**src/rtl/blink_tick_gen.sv**
```systemverilog
// Programmable tick generator: emits a one-cycle tick every P clocks, either
// for a burst of N ticks followed by a done pulse, or continuously until stopped.
module blink_tick_gen #(
    parameter int          CNT_W      = 24,
    parameter int          BURST_W    = 8,
    parameter int unsigned DEF_PERIOD = 12_000_000
) (
    input  logic               clk,
    input  logic               rst_n,
    input  logic               cfg_valid,
    output logic               cfg_ready,
    input  logic [CNT_W-1:0]   cfg_period,
    input  logic [BURST_W-1:0] cfg_count,
    input  logic               start,
    input  logic               stop,
    output logic               tick,
    output logic               busy,
    output logic               done
);

    typedef enum logic [1:0] {
        IDLE,
        RUN,
        FINISH
    } state_t;

    state_t             state;
    logic [CNT_W-1:0]   period_q;
    logic [BURST_W-1:0] count_q;
    logic [CNT_W-1:0]   cnt_q;
    logic [BURST_W-1:0] tally_q;
    logic [CNT_W-1:0]   last_cnt;
    logic [BURST_W-1:0] tally_next;

    // A period of 0 behaves like 1; P-1 never underflows for P = 2^CNT_W-1.
    assign last_cnt   = (period_q == '0) ? '0 : period_q - CNT_W'(1);
    assign tally_next = tally_q + BURST_W'(1);

    assign cfg_ready = (state == IDLE);
    assign busy      = (state != IDLE);

    always_ff @(posedge clk) begin
        if (!rst_n) begin
            state    <= IDLE;
            period_q <= CNT_W'(DEF_PERIOD);
            count_q  <= '0;
            cnt_q    <= '0;
            tally_q  <= '0;
            tick     <= 1'b0;
            done     <= 1'b0;
        end else begin
            tick <= 1'b0;
            done <= 1'b0;
            case (state)
                IDLE: begin
                    if (cfg_valid) begin
                        period_q <= cfg_period;
                        count_q  <= cfg_count;
                    end
                    if (start && !stop) begin
                        state   <= RUN;
                        cnt_q   <= '0;
                        tally_q <= '0;
                    end
                end
                RUN: begin
                    if (stop) begin
                        state <= IDLE;
                    end else if (cnt_q == last_cnt) begin
                        cnt_q   <= '0;
                        tick    <= 1'b1;
                        tally_q <= tally_next;
                        if (count_q != '0 && tally_next == count_q) begin
                            state <= FINISH;
                        end
                    end else begin
                        cnt_q <= cnt_q + CNT_W'(1);
                    end
                end
                FINISH: begin
                    // Two cycles here: the final tick drains, then done pulses alone.
                    if (!done) begin
                        done <= 1'b1;
                    end else begin
                        state <= IDLE;
                    end
                end
                default: state <= IDLE;
            endcase
        end
    end

endmodule
```
**config.mk**
```make
export PLATFORM = sky130hd
export DESIGN_NAME = blink_tick_gen
export DESIGN_NICKNAME = d
export VERILOG_FILES = /design/src/rtl/blink_tick_gen.sv
export SDC_FILE = /design/constraint.sdc
export NUM_CORES = 1
export LEC_CHECK = 0
export CAP_MARGIN = 10
export CORE_ASPECT_RATIO = 1.25
export CORE_MARGIN = 1
export CORE_UTILIZATION = 52
export DETAILED_ROUTE_END_ITERATION = 8
export PLACE_DENSITY = 0.76
export SLEW_MARGIN = 10
export SYNTH_ARGS = -nofsm -noshare
export SYNTH_HDL_FRONTEND = slang
export SYNTH_SLANG_ARGS = --single-unit
```
**constraint.sdc**
```tcl
create_clock -name clk -period 4.2 [get_ports clk]
set_clock_uncertainty 0.1 [all_clocks]
set_input_delay 0.84 -clock clk [delete_from_list [all_inputs] [get_ports clk]]
set_output_delay 0.84 -clock clk [all_outputs]
set_load 0.005 [all_outputs]
```
==> reports/summary.md <==
• 9 — number of CTS-inserted buffers
• 13 — number of cells on the worst reg-to-reg path
• 10 — maximum fanout encountered on the critical timing path
• clkbuf_8 — clock tree root driver cell
• no — unrepaired setup endpoints after global routing
• 58 — number of distinct library cells after synthesis
• 31.6% — proportion of synthesized chip area in sequential cells
• 68 — number of synthesized register bits
• 83.4 um — Die X-Extent
• 104 um — overall die height
• done — Hold Crit Endpoint
• 0.00793 sq mm — core region area
• 36.9% — part of the power in the clock network
• 4089 — number of global-route vias before repair
• 729 — filler cell count in the final layout
• 1.08 mW — Internal Power
• 294 mW/mm^2 — power density of the placed cells
• 36 — number of cell rows
• 191 ps — least setup slack across all paths after layout
• 3 — H-tree depth reported by CTS
• 4010 ps — shortest period the worst path allows
• 0 — number of antenna violations at the first check in global routing
• 7.59 sq um — average size of a mapped cell
• 40 — Port Buffer Count
• 360 ps — clock latency at the later pin of the worst-skew pair
• 104 ps — post-placement setup slack
• 645 — Final nets
• 0 — Fin. Hold Viols
• flip-flop to flip-flop — class of the tightest hold or removal check
• dfxtp_1 — library cell with the largest summed area after synthesis
• 0 — final count of pins violating max slew
• 0 — MaxCap Viol Count
• completed — status
• 0 — antenna viol nets, final
• 11.6 mm — wire length after detailed routing
• 35 — largest net degree at the start of global routing
• 217 — number of DRC markers in iteration 0
• 0 — remaining routing DRC violations
• 27.6% — switching share of power
• 600 ps — largest incremental delay on the critical path
• dfxtp_1, nand2_1, xnor2_1 — leading post-synthesis cells by cell area
• flip-flop — kind of launch point of the worst setup path
• done — origin of the worst min-delay path
• 4180 ps — arrival time of the worst setup path
• 28.5% — relative slew slack
• 0.268 mV — largest vdd supply drop
• buf_4 — Critical Path Most Common Cell
• 2 — maximum clock path buffer count
• 0.00865 sq mm — floorplan die area
• 0.959 — last weighted congestion value of the routability-driven placer
• flip-flop — Worst Setup End Kind
• yes — clock tree from TritonCTS
• 704 — post-route non-filler standard cell count
• 0 ps — Fin Setup TNS
• 64.1% — share of the core filled with cells in the final layout
• 249 MHz — highest attainable clock frequency
• 16.7% — combinational share of power
• 16.5 um — Wirelength per Cell
• or4_4 — Critical-path top delay cell
• 68 — number of clock sinks seen by CTS
• 70 ps — Worst-path clk slew
• 0% — Async SR Flop Fraction
• dfxtp_1 — ys flop type
• 18.1% — area growth from synthesis to layout
• 19.6 mm — global-route wire length before repair
• 689 — placed cell count
• 8.77 mm — final HPWL from detailed placement
• 4220 — vias after detailed routing
• nand2_1 — most numerous cell in the Yosys netlist
• 1 — Hold Path Stages
• 0 — Setup violations, final
• 9.20% — fraction of layout cells with a size suffix above 1
• nand2_1, dfxtp_1, a21oi_1, nor3_1, nand3_1 — Post-synth top cells
• 190 ps — R2R setup slack
• 0 — buffers inserted during post-CTS setup optimization
• 0 — hold buffer count at cts
• 0 — total grt overflow
• 4370 ps — CP Data Required Time
• 5.99 — via density per instance
• 95.4% — post-route fraction of the period consumed by the critical path
• 28.1% — overall fraction of global-route tracks in use
• inv_1 -> ha_1 -> or4b_1 -> or4_4 -> or4_1 -> nand3_1 -> nand2_1 -> nor4_2 -> buf_4 -> nand4_4 -> buf_4 -> or3_1 -> o31ai_1 — cell chain of the critical path
• 357 ps — post-route worst hold slack
• 54.3% — initial core utilization
• 1.85 nW — Lkg Pwr
• 567 — gate count after technology mapping
• period_q[0] — beginning of the worst register-to-register path
• 0.00430 sq mm — Syn Std Cell Area
• 0 — count of flip-flops with a built-in enable after synthesis
• flip-flop to flip-flop — start-to-end type of the worst setup path
• 0.413 mW — switching power total
• 0 — Yosys warnings
• 607 — Synth Net Count
• 5 — first-pass iteration count of the detailed router
• tally_q[6] — capture point of the worst reg-to-reg path
• 0 — number of gates resized after cts
• 46.4% — Seq pwr share
• 31.6% — Synth top area share
• 41 — ports placed on the boundary
• 0 — count of inserted antenna diode cells
• 1070 ps — slew of the pin with the lowest slew margin
layer usage:
layer  track usage [%]  up-vias  part of all wire [%]
met5                 0        -                     0
met1              34.5     1945                    44
li1                  -     2103                     -
met4              12.6        0                   3.1
met3              7.01       31                   5.3
met2              46.3      141                    48
worst max-delay path, delay by kind of cell (launching register included):
| kind | cells | cell delay [ps] |
|---|---|---|
| and+or+nand+nor | 8 | 2650 |
| buffers and inverters | 3 | 520 |
| DFF | 1 | 390 |
| adders and majority gates | 1 | 180 |
| AOI/OAI and AO/OA | 1 | 70 |
registers in the layout, summed over array words and instances (netlist names):
register / flops
tick: 1
cnt_q: 24
state: 2
tally_q: 8
done: 1
period_q: 24
count_q: 8
area by class of cell:
cell class | instances | area [sq um] | share of cell area [%]
Clock buffer | 11 | 151 | 2.98
Clock inverter | 4 | 48.8 | 0.960
Inverter | 13 | 48.8 | 0.960
Multi-Input combinational cell | 453 | 2790 | 54.9
Sequential cell | 68 | 1360 | 26.8
Tap cell | 95 | 119 | 2.34
Timing Repair Buffer | 60 | 563 | 11.1
cells by family after synthesis:
kind of cell / count (synthesis) / share of synthesized area [%]
flip-flops: 68 / 31.6
multiplexers: 9 / 2.12
AO/OA/AOI/OAI: 87 / 12.9
buffers and inverters: 46 / 4.30
XOR/XNOR: 58 / 12.1
adder cells (fa/ha/maj): 3 / 0.872
AND/OR/NAND/NOR: 296 / 36.1
worst max path at each step:
| stage | start | endpoint | cells after the start |
|---|---|---|---|
| 5_1_grt | period_q[0] | tally_q[6] | 13 |
| 4_1_cts | period_q[0] | tally_q[6] | 13 |
| 6_report | period_q[0] | tally_q[6] | 13 |
| 3_3_place_gp | period_q[0] | tally_q[6] | 13 |
| 2_1_floorplan | period_q[0] | state[0] | 14 |
| 3_5_place_dp | period_q[0] | tally_q[6] | 13 |
cell usage in the layout (no fill, tap or decap), drive strengths merged, types with 3 or more instances in the layout:
cell type | netlist | layout
nand2 | 98 | 98
dfxtp | 68 | 68
a21oi | 41 | 41
clkdlybuf4s50 | 0 | 40
nor3 | 40 | 40
nand3 | 33 | 33
xnor2 | 32 | 32
xor2 | 25 | 25
nor2 | 22 | 22
buf | 5 | 20
nor4 | 16 | 16
or3 | 15 | 15
o21ai | 14 | 14
or4 | 14 | 14
inv | 13 | 13
and3 | 13 | 13
clkbuf | 28 | 11
nand4 | 10 | 10
mux2i | 8 | 8
o211ai | 6 | 6
or2 | 5 | 5
nor2b | 5 | 5
nand2b | 4 | 4
nand4b | 3 | 3
nor3b | 3 | 3
o21bai | 3 | 3
nor4b | 3 | 3
and4 | 3 | 3
and2 | 3 | 3
ha | 3 | 3
or4b | 3 | 3
clkinv | 0 | 3
power by group through the flow:
stage,sequential (mW),combinational [mW],clock (mW)
3_3_place_gp,0.707,0.238,0
2_1_floorplan,0.695,0.163,0
5_1_grt,0.697,0.275,0.598
6_report,0.694,0.250,0.552
3_5_place_dp,0.708,0.243,0
4_1_cts,0.693,0.244,0.562
metrics by stage:
step           power, mW  area [sq um]
6_report            1.50          5080
5_1_grt             1.57          5080
4_1_cts             1.50          5050
3_5_place_dp       0.951          4850
3_3_place_gp       0.945          4850
2_1_floorplan      0.858          4300
No activity file was read; power rests on OpenSTA's default activity.
